`config.mk`:
```
export PLATFORM = sky130hd
export DESIGN_NAME = instmem_loader
export DESIGN_NICKNAME = d
export VERILOG_FILES = /design/src/rtl/instmem_loader.sv
export SDC_FILE = /design/constraint.sdc
export NUM_CORES = 1
export LEC_CHECK = 0
export ABC_AREA = 1
export CELL_PAD_IN_SITES_DETAIL_PLACEMENT = 1
export CELL_PAD_IN_SITES_GLOBAL_PLACEMENT = 1
export CORE_MARGIN = 2
export CORE_UTILIZATION = 38
export CTS_BUF_LIST = sky130_fd_sc_hd__clkbuf_16
export DETAILED_ROUTE_END_ITERATION = 12
export GPL_TIMING_DRIVEN = 0
export PLACE_DENSITY = 0.79
export SYNTH_ARGS = -nofsm -noshare
export SYNTH_HDL_FRONTEND = slang
export SYNTH_SLANG_ARGS = --single-unit
```
`constraint.sdc`:
```
create_clock -name clk -period 2.25 [get_ports clk]
set_clock_uncertainty 0.05 [all_clocks]
set_input_delay 0.3375 -clock clk [delete_from_list [all_inputs] [get_ports clk]]
set_output_delay 0.3375 -clock clk [all_outputs]
set_load 0.03 [all_outputs]
```
`src/rtl/instmem_loader.sv`:
```
// instmem_loader: streams a length-prefixed byte image into instruction memory while holding the core.
// Define INSTMEM_LOADER_CHECKSUM_EN to require a trailing XOR checksum byte after the data.
module instmem_loader #(
    parameter logic [31:0] BASE_ADDR = 32'h0000_0000,
    parameter int          MAX_WORDS = 256
) (
    input  logic        clk,
    input  logic        rst,
    input  logic        start,
    input  logic [7:0]  in_data,
    input  logic        in_valid,
    output logic        in_ready,
    output logic        mem_we,
    output logic [31:0] mem_addr,
    output logic [31:0] mem_wdata,
    output logic        core_hold,
    output logic        done,
    output logic        err
);
    typedef enum logic [2:0] {IDLE, LEN_HI, LEN_LO, DATA, CSUM, DONE, ERR} state_t;
`ifdef INSTMEM_LOADER_CHECKSUM_EN
    localparam state_t FIN = CSUM;
`else
    localparam state_t FIN = DONE;
`endif
    localparam bit FIN_DONE = (FIN == DONE);
    state_t      state_q;
    logic [15:0] len_q, word_idx_q;
    logic [1:0]  byte_idx_q;
    logic [23:0] shift_q;
    logic [7:0]  csum_q;
    logic        mem_we_q, core_hold_q, done_q, err_q;
    logic [31:0] mem_addr_q, mem_wdata_q;
    logic        data_open, accept;
    logic [15:0] len_full;
    // The last word's write cycle stays in DATA with in_ready low, so core_hold covers it before DONE.
    assign data_open = (state_q == DATA) && (word_idx_q != len_q);
    assign in_ready  = (state_q == LEN_HI) || (state_q == LEN_LO) || (state_q == CSUM) || data_open;
    assign accept    = in_valid && in_ready;
    assign len_full  = {len_q[15:8], in_data};
    assign mem_we    = mem_we_q;
    assign mem_addr  = mem_addr_q;
    assign mem_wdata = mem_wdata_q;
    assign core_hold = core_hold_q;
    assign done      = done_q;
    assign err       = err_q;
    always_ff @(posedge clk) begin
        if (rst) begin
            state_q     <= IDLE;
            len_q       <= '0;
            word_idx_q  <= '0;
            byte_idx_q  <= '0;
            shift_q     <= '0;
            csum_q      <= '0;
            mem_we_q    <= 1'b0;
            core_hold_q <= 1'b0;
            done_q      <= 1'b0;
            err_q       <= 1'b0;
            mem_addr_q  <= BASE_ADDR;
            mem_wdata_q <= '0;
        end else begin
            mem_we_q <= 1'b0;
            case (state_q)
                IDLE, DONE, ERR: if (start) begin
                    state_q     <= LEN_HI;
                    word_idx_q  <= '0;
                    byte_idx_q  <= '0;
                    csum_q      <= '0;
                    done_q      <= 1'b0;
                    err_q       <= 1'b0;
                    core_hold_q <= 1'b1;
                end
                LEN_HI: if (accept) begin
                    len_q[15:8] <= in_data;
                    state_q     <= LEN_LO;
                end
                LEN_LO: if (accept) begin
                    len_q <= len_full;
                    if ({16'b0, len_full} > 32'(MAX_WORDS)) begin
                        state_q <= ERR;
                        err_q   <= 1'b1;
                    end else if (len_full == 16'd0) begin
                        state_q     <= FIN;
                        done_q      <= FIN_DONE;
                        core_hold_q <= !FIN_DONE;
                    end else
                        state_q <= DATA;
                end
                DATA: if (word_idx_q == len_q) begin
                    state_q     <= FIN;
                    done_q      <= FIN_DONE;
                    core_hold_q <= !FIN_DONE;
                end else if (accept) begin
                    shift_q    <= {shift_q[15:0], in_data};
                    byte_idx_q <= byte_idx_q + 2'd1;
                    csum_q     <= csum_q ^ in_data;
                    if (byte_idx_q == 2'd3) begin
                        mem_we_q    <= 1'b1;
                        mem_wdata_q <= {shift_q, in_data};
                        mem_addr_q  <= BASE_ADDR + {14'b0, word_idx_q, 2'b00};
                        word_idx_q  <= word_idx_q + 16'd1;
                    end
                end
`ifdef INSTMEM_LOADER_CHECKSUM_EN
                CSUM: if (accept) begin
                    state_q     <= (in_data == csum_q) ? DONE : ERR;
                    done_q      <= (in_data == csum_q);
                    err_q       <= (in_data != csum_q);
                    core_hold_q <= (in_data != csum_q);
                end
`endif
                default: state_q <= IDLE;
            endcase
        end
    end
endmodule

```
==> results.md, run 1 <==
* Outcome: finished, final reports clean
* Lkg Pwr at 2.664 nW
* CTS clk-pin slew, worst paths at roughly 0.05 ns
* Yosys warns at 0
* Kind of end point of the critical path: primary output
* Setup Crit Path Kind: flop to primary output
* Final WS setup at roughly 0.074 ns
* GRT Total Usage at around a quarter
* Die area at approximately 14000 µm²
* Num rows at 42
* Critical Path RT at between 1.5 and 2 ns
* Share of the synthesized area in the top cell type at 44.71%
* Clock Latency Late Sink at between 0.4 and 0.5 ns
* Initial drt markers at 282
* First-pass GRT wire length at 27180 µm
* CTS Sinks at 113
* Die height at 119.4 µm
* Unrepaired setup endpoints after global routing: true
* CTS buffer count at 17
* Wire per inst at between 15 and 20 µm
* H-tree levels at 4
* CTS tree: built
* Ports at 81
* Layout area overhead at 31.11%
* Core ar. at 13140 µm²
* Synth async-reset ratio at 0%
* Layout cells sized above 1 at 15.06%
* Finished Layout Cells at about 1000
* Worst-path fanout max at 6
* VDD IR max at 722.5 µV
* Worst path arrival time at about 1.8 ns
* Crit start category: flop
* Util after Layout at around half
* Die X at 119.4 µm
* Pre-Repair DR Iteration Count at 4
* Setup violations, final at 0
* Fillers at between 1500 and 2000
* Slew Limit Fails at 0
* R2R setup slack at about 0.20 ns
* Grt ovf at 0
* Main synth FF type: dfxtp_1
* Syn_area_per_cell at between 7 and 8 µm²
* Vias at slightly above 5000
* Hpwl dp at ~12000 µm
* Root buf cell: clkbuf_16
* Most frequent cells in the layout: nand2_1 (182), dfxtp_1 (97), a21oi_1 (89), clkdlybuf4s50_1 (62), inv_1 (58)
* DP Cell Count at 970
* Routability Congestion at between 0.8 and 0.9
* Residual DRC at 0
* Commonest non-fill, non-tap cell in the layout: nand2_1
* Fmax achieved at approximately 0.46 GHz
* Final Critical Period at ~2.2 ns
* Worst Hold Class: primary input to flop
* Cell Pwr Density at 1211 nW/µm²
* Post-DR vias/cell at roughly 5.1
* Clk buf depth at 2
* Synth Cell Area at approximately 5100 µm²
* Setup WS pre-CTS at -0.2112 ns
* Largest net degree at the start of global routing at 17
* Post-synth EDFFs at 0
* Final ANT Viol Nets at 0
* Starting Density at around two fifths
* Hold_buf cts at 0
* Register area share after synthesis at approximately 45%
* Synth Register Bits at between 100 and 150
* Max-cap viol count at 0
* TNS Setup at 0 ns
* Synth unique cells at 33
* NumNets Final at 832
* Top post-synthesis cells by area: dfxtp_1 (45%), nand2_1 (14%), a21oi_1 (8.8%)
* Vias in the first global route at around 5400
* Slew headroom at around half
* Diode count at 0
* Synth area leader: dfxtp_1
* Buffers on Ports at between 60 and 70
* Initial antenna violation count at 0
* Slew @ Worst Pin at approximately 0.74 ns
* Gate count after technology mapping at ~700
* Drt total wl at between 15000 and 20000 µm
* Worst hold slack at between 0.2 and 0.3 ns
* Final hold vios at 0
* Final worst path period share at a little over nine tenths
## repair_timing
action / in CTS / in global routing
setup endpoints to repair: 1 / 22
setup buffers: 0 / 5
resized for setup: 12 / 24
hold endpoints to repair: 0 / 0
pin swaps: 0 / 3
## final timing paths
| kind | from | end | cells after the start |
|---|---|---|---|
| setup / recovery | word_idx_q[4]$_SDFFE_PP0P_ | in_ready | 10 |
| hold / removal | rst | mem_wdata[3]$_SDFFE_PP0P_ | 2 |
| setup reg to reg | word_idx_q[8]$_SDFFE_PP0P_ | mem_addr[9]$_SDFFE_PP0P_ | 14 |
| hold reg to reg | core_hold$_SDFFE_PP0P_ | core_hold$_SDFFE_PP0P_ | 2 |
## sequential cells by signal, indices dropped and copies added, names as in the netlist
name and cells:
done 1, byte_idx_q 2, err 1, mem_addr 16, word_idx_q 16, len_q 16, mem_we 1, core_hold 1
mem_wdata 32, shift_q 24, state_q 3
## Yosys cell counts (2+ instances only)
cell type  count
nand3_2        2
o21ai_0       38
a21oi_2        3
nor2_2         4
nand2_1      184
o21ai_1       22
buf_2         14
buf_6          2
or2_2          2
nor3_1         7
buf_4         18
o211ai_1       2
nand4_1       14
xor2_1         2
ha_1           2
inv_1         57
a21oi_1       89
nand3_1       45
inv_2         16
nand2_4        3
dfxtp_1      113
nand2_2        2
nor2_1        47
clkbuf_1      16
nor4_1         3
inv_4          2
## per-stage QoR
step	power (mW)	instance area [µm²]
after detailed placement	5.193	5967
after floorplan	4.399	5116
after global routing	8.513	6634
after CTS	7.876	6548
after global placement	5.060	5967
final	8.033	6634
## power breakdown
group	internal, mW	switching (mW)
logic	0.937	1.92
clock network	1.71	0.938
registers	2.28	0.257
## cells by family (layout without fill, tap and decap cells)
kind of cell             after synthesis  in the layout  synth area share [%]
AND/OR/NAND/NOR                      318            318                 27.40
AO/OA/AOI/OAI                        154            154                 15.55
buffers and inverters                126            225                 11.42
flip-flops                           113            113                 44.71
adder cells (fa/ha/maj)                2              2                0.4945
XOR/XNOR                               2              2                0.3463
other                                  1             16               0.07411
## worst max-delay path, stage by stage (launching register included)
cell and delay, ns:
dfxtp_4 0.38, inv_2 0.07, nand2_1 0.06, nand2_1 0.05, nor2_2 0.13, nand2_1 0.10
nor2_2 0.14, nand2_2 0.09, nand2_4 0.11, nand2_4 0.07, buf_4 0.18
## final cells by class
class | instances | area [µm²] | area share (%)
timing repair buffer | 68 | 665.6 | 10.03
clock buffer | 17 | 425.4 | 6.413
inverter | 75 | 286.5 | 4.319
multi-input combinational | 492 | 2302 | 34.70
sequential | 113 | 2290 | 34.52
buffer | 51 | 294.0 | 4.432
tap | 176 | 220.2 | 3.320
clock inverter | 14 | 150.1 | 2.263
## layer usage
layer | track usage, % | routed length (µm)
met1 | 27.73 | 7252
met2 | 44.50 | 8788
met3 | 5.987 | 691
met4 | 9.779 | 404
met5 | 0 | 0
(Power assumes the default switching activity.)
==> run 2: changes to the inputs <==
CTS_CLUSTER_DIAMETER = 50   (was unset)
==> results of run 2 <==
The final DEF is identical to that of run 1; final timing and power are the same.
==> run 3: changes to the inputs <==
MAX_ROUTING_LAYER = met4   (was unset)
==> run 3 against run 2 <==
Register-to-register slack got worse by 0.04 ns. Core utilization is 0.35 points lower. Maximum frequency decreased by 0.50%. Worst setup slack got worse by 0.011 ns. Critical path type unchanged. First-iteration DRC count rose by 20%.
==> results.md, run 3 (synthesized netlist as in run 1, its figures left out) <==
* Post-DP Area at 5967 µm² (unchanged)
* CTS buffer count at 17 (unchanged)
* Clk buf depth at 2 (unchanged)
* Final Critical Period at 2.187 ns (+0.01084 ns)
* Final hold vios at 0 (unchanged)
* Grt ovf at 0 (unchanged)
* Crit-path cells: inv_1 > nand2_1 > nand2_1 > nor2_1 > nand2_2 > nor2_2 > nand2_1 > nand2_4 > nand2_4 > buf_6
* Post-DR vias/cell at 5.169 (+1.3%)
* Pre-Repair DR Iteration Count at 4 (unchanged)
* Switching portion of total power at 39.19% (+0.47 points)
* Vias at 5185 (+0.97%)
* Lkg Pwr at 2.632 nW (-1.2%)
* Die area at 14250 µm² (unchanged)
* Residual DRC at 0 (unchanged)
* GRT Total Usage at 25.55% (+0.93 points)
* DP Cell Count at 970 (unchanged)
* Int Power at 4.791 mW (-2.7%)
* NetSw at 3.087 mW (-0.74%)
* Die X at 119.4 µm (unchanged)
* Core ar. at 13140 µm² (unchanged)
* Final ANT Viol Nets at 0 (unchanged)
* Largest net degree at the start of global routing at 17 (unchanged)
* Diode count at 0 (unchanged)
* Buffers on Ports at 63 (unchanged)
* Die height at 119.4 µm (unchanged)
* H-tree levels at 4 (unchanged)
* Commonest non-fill, non-tap cell in the layout: nand2_1
* Outcome: finished, final reports clean
* Worst hold slack at 0.2694 ns (-0.001064 ns)
* Finished Layout Cells at 1003 (-0.30%)
* Worst-path fanout max at 4 (-2)
* Hold_buf cts at 0 (unchanged)
* Reg power frac at 32.3% (+0.7 points)
* Max-cap viol count at 0 (unchanged)
* NumNets Final at 829 (-0.36%)
* Ports at 81 (unchanged)
* Layout cells sized above 1 at 14.63% (-0.43 points)
* Crit start category: flop
* Critical path's slowest cell: dfxtp_1
* Most frequent cells in the layout: nand2_1 (182), dfxtp_1 (97), a21oi_1 (89), clkdlybuf4s50_1 (62), inv_1 (57)
* Clock share of power at 32.2% (-0.7 points)
* Setup violations, final at 0 (unchanged)
* Cell Pwr Density at 1196 nW/µm² (-1.2%)
* Max stage delay on crit path at 0.39 ns (about the same)
* Hpwl dp at 12430 µm (+0.84%)
* Starting Density at 38.51% (unchanged)
* CTS clk-pin slew, worst paths at 0.06 ns (about the same)
* CTS tree: built
* VDD IR max at 507.1 µV (-30%)
* Drt total wl at 17160 µm (+0.12%)
* CTS Sinks at 113 (unchanged)
* Slew Limit Fails at 0 (unchanged)
* Wire per inst at 17.11 µm (+0.42%)
* Final instance area at 6588 µm² (-0.70%)
* Final worst path period share at 97.21% (+0.48 points)
* Comb pwr share at 35.6% (about the same)
* Num rows at 42 (unchanged)
* Setup Crit Path Kind: flop to primary output
* Slew headroom at 49.33% (-1.4 points)
* Fmax achieved at 0.4572 GHz (-0.50%)
* Worst Hold Class: primary input to flop
* First-pass GRT wire length at 27610 µm (+1.6%)
* Clock Latency Late Sink at 0.43 ns (about the same)
* Critical Path RT at 1.86 ns (about the same)
* Vias in the first global route at 5468 (+1.2%)
* Max reg flops at 32 (unchanged)
* Layout area overhead at 30.19%
* Worst path arrival time at 1.80 ns (about the same)
* Root buf cell: clkbuf_16
* Initial antenna violation count at 0 (unchanged)
* Initial drt markers at 337 (+20%)
* Slew @ Worst Pin at 0.7601 ns (+0.02149 ns)
* Kind of end point of the critical path: primary output
* Routability Congestion at 0.8875 (+0.89%)
* Most common cell on crit path: nand2_1
[run 3: power by group through the flow]
stage	combinational (mW)	sequential, mW	clock [mW]
finish	2.80	2.54	2.53
global route	3.14	2.57	2.66
CTS	2.70	2.51	2.56
detailed placement	2.66	2.53	0
global placement	2.54	2.52	0
floorplan	1.91	2.49	0
[run 3: worst paths after layout]
path	startpoint	endpoint	slack, ns	cells after the start
max reg2reg	state_q[0]$_SDFFE_PP0P_	mem_wdata[21]$_SDFFE_PP0P_	0.16	9
max	len_q[6]$_SDFFE_PP0P_	in_ready	0.06	10
min	rst	mem_wdata[1]$_SDFFE_PP0P_	0.27	2
min reg2reg	mem_wdata[29]$_SDFFE_PP0P_	mem_wdata[29]$_SDFFE_PP0P_	0.41	2
[run 3: repair_timing]
action | 4_1_cts | 5_1_grt
buffers inserted | 0 | 2
setup endpoints to repair | 1 | 18
resized for setup | 13 | 23
pin swaps | 1 | 5
[run 3: cell type report]
type | count | area [µm²]
Fill cell | 1684 | 6550
Multi-Input combinational cell | 492 | 2297
Sequential cell | 113 | 2292
Timing Repair Buffer | 65 | 646.9
Clock buffer | 17 | 425.4
Buffer | 51 | 294.0
Inverter | 75 | 286.5
Tap cell | 176 | 220.2
Clock inverter | 14 | 125.1
[run 3: worst max-delay path: cells and delay by family (launching register included)]
family	cells	cell delay [ns]
and+or+nand+nor	8	0.75
DFF	1	0.39
buffers and inverters	2	0.22
[run 3: through the flow]
step	setup slack [ns]	utilization, %	setup TNS [ns]	power (mW)
floorplan	0.5194	-	0	4.399
global placement	-0.1742	45.42	-0.6972	5.052
detailed placement	-0.2086	45.42	-0.9208	5.188
CTS	0.01430	49.68	0	7.773
global route	-0.002835	50.14	-0.002835	8.374
finish	0.06282	50.14	0	7.878
[run 3: layer usage]
metal	share of wire, %	up-vias	track usage [%]	wire [µm]
met3	2.6	35	4.262	447
met4	2.5	0	10.96	422
met2	52	94	44.72	8886
li1	-	2486	-	-
met5	0	-	-	0
met1	43	2570	28.80	7401
==> RTL change (flow settings as in run 1) <==
Re-encode `state_t` (7 states) as one-hot, 7 bits wide.
--- a/src/rtl/instmem_loader.sv
+++ b/src/rtl/instmem_loader.sv
@@ -17,7 +17,7 @@
     output logic        done,
     output logic        err
 );
-    typedef enum logic [2:0] {IDLE, LEN_HI, LEN_LO, DATA, CSUM, DONE, ERR} state_t;
+    typedef enum logic [6:0] {IDLE = 7'b0000001, LEN_HI = 7'b0000010, LEN_LO = 7'b0000100, DATA = 7'b0001000, CSUM = 7'b0010000, DONE = 7'b0100000, ERR = 7'b1000000} state_t;
 `ifdef INSTMEM_LOADER_CHECKSUM_EN
     localparam state_t FIN = CSUM;
 `else
Check against the original RTL: no difference found for any inputs over 4 cycles, from zero or initial values and one cycle with rst high; so few cycles prove little.
==> RTL change against run 1 <==
Clock power down 7.6%; sequential cell count up 3; wire length down 5.9%; non-clock buffer count down 4; worst setup slack better by 17 ps; total power down 20%; cell area down 0.36%; area after synthesis up 0.82%; critical endpoint unchanged; highest routed layer unchanged.
==> RTL change: results <==
{
  "routed-via-count": 4994,
  "cts_resizes": 20,
  "critical_path_peak_fanout": 4,
  "largest_register_ff_count": 32,
  "dr_wl_met3_um": 534,
  "hp-class": "reg -> reg",
  "hold_path_startpoint": "shift_q[21]",
  "synthArstFlopShare_pct": 0,
  "post-cts-setup-buffers": 0,
  "clock_insertion_delay_worst_skew_ps": 420,
  "routed-wl-met2_um": 8410,
  "outcome": "complete, no violations",
  "critical_path.reg2reg.startpoint": "state_q[6]",
  "totalWireLength_um": 16100,
  "startpoint": "word_idx_q[8]",
  "cts-buffers-inserted": 17,
  "firstDrtPassIters": 5,
  "reg2reg_slack_ps": 140,
  "worst_ir_drop_vdd_mv": 0.579,
  "synth.top_cells.by_area": "dfxtp_1, a21oi_1, nand2_1",
  "path_clk_slew_ps": 50,
  "place_congestion": 0.872,
  "avgViaCountPerCell": 5.06,
  "clockBufferDepth": 2,
  "power.total_mw": 6.39,
  "ys_types": 31,
  "n_fill_cell": 1651,
  "drive_gt1_share_pct": 13.9,
  "antennaDiodeCount": 0,
  "netlist_top_cells_count": "nand2_1, dfxtp_1, a21oi_1, o21ai_0, inv_1",
  "max_slew_margin_pct": 56.9,
  "cell_area_after_placement_mm2": 0.00602,
  "final_nets": 812,
  "worstHoldEndpoint": "shift_q[21]",
  "wirelength_met1_um": 6830,
  "whs_path_depth": 2,
  "total_leakage_power_nw": 2.70,
  "cp_arrival_ps": 1770,
  "cts_htree_levels": 4,
  "drt_iter0_drc": 251,
  "worst_r2r_endpoint": "mem_wdata[8]",
  "synth_sequential_area_ratio_pct": 45.5,
  "dpl.cell_count": 955,
  "cpMaxStageDelayCell": "dfxtp_2",
  "via_count_of_the_first_global_routing_pass": 5190,
  "detailed_place_hpwl_um": 11900,
  "synth_cells": 700,
  "path_delay_family": "simple AND/OR/NAND/NOR gates",
  "worst_r2r_path_depth": 10,
  "finalSetupViolCount": 0,
  "groute.usage.overall_pct": 23.2,
  "global_route_wire_length_before_repair_um": 25900,
  "io_buffer_count": 64,
  "top_layer": "met4"
}
RTL change: changes by cell type after synthesis, sizes merged, moves of 2 or more:
cell,run 1,this run
a21oi,92,103
dfxtp,113,116
or2,3,1
o211ai,2,4
nor4,3,0
nor3,7,4
nand2,189,120
nor2,52,56
inv,75,86
o21ai,60,94
nand4,14,9
RTL change: layout make-up:
type	instances	area, µm²	area share (%)
flip-flops and latches	116	2360	35.7
multi-input cells	462	2230	33.8
repair buffers	64	638	9.65
clock buffers	17	425	6.44
inverters	86	325	4.92
plain buffers	51	308	4.66
well taps	176	220	3.33
clock inverters	15	101	1.53
RTL change: cell families after synthesis:
logic type      after synthesis  synth area share (%)
other cells                   1                0.0735
xor+xnor                      2                 0.343
simple gates                240                  21.1
flops                       116                  45.5
compound gates              202                  20.1
fa+ha+maj                     2                 0.490
buf+inv                     137                  12.4
RTL change: through the flow:
step | setup slack (ps) | hold WS [ps] | utilization, %
global placement | -105 | 388 | 45.6
global route | -0.238 | 435 | 50.1
CTS | 3.08 | 407 | 49.8
floorplan | 604 | 357 | -
finish | 90.3 | 402 | 50.1
detailed placement | -155 | 398 | 45.6
RTL change: where the power goes:
part / leakage (nW) / switching [mW] / internal, mW / total, mW
clock network: 0.258 / 0.960 / 1.48 / 2.44
registers: 0.947 / 0.147 / 2.20 / 2.34
logic: 1.50 / 1.06 / 0.556 / 1.61
RTL change: worst max path at each step:
stage	to	slack (ps)	cells after the start
after floorplan	mem_wdata[14]	600	10
after global placement	state_q[5]	-110	6
after detailed placement	state_q[2]	-150	6
after CTS	in_ready	3	10
after global routing	in_ready	-0.2	10
final	in_ready	90	10
RTL change: per-layer routing:
layer	global-route usage, %	up-vias
li1	-	2456
met1	26.3	2413
met2	42.2	96
met3	4.56	29
met4	10.2	0
met5	0	-
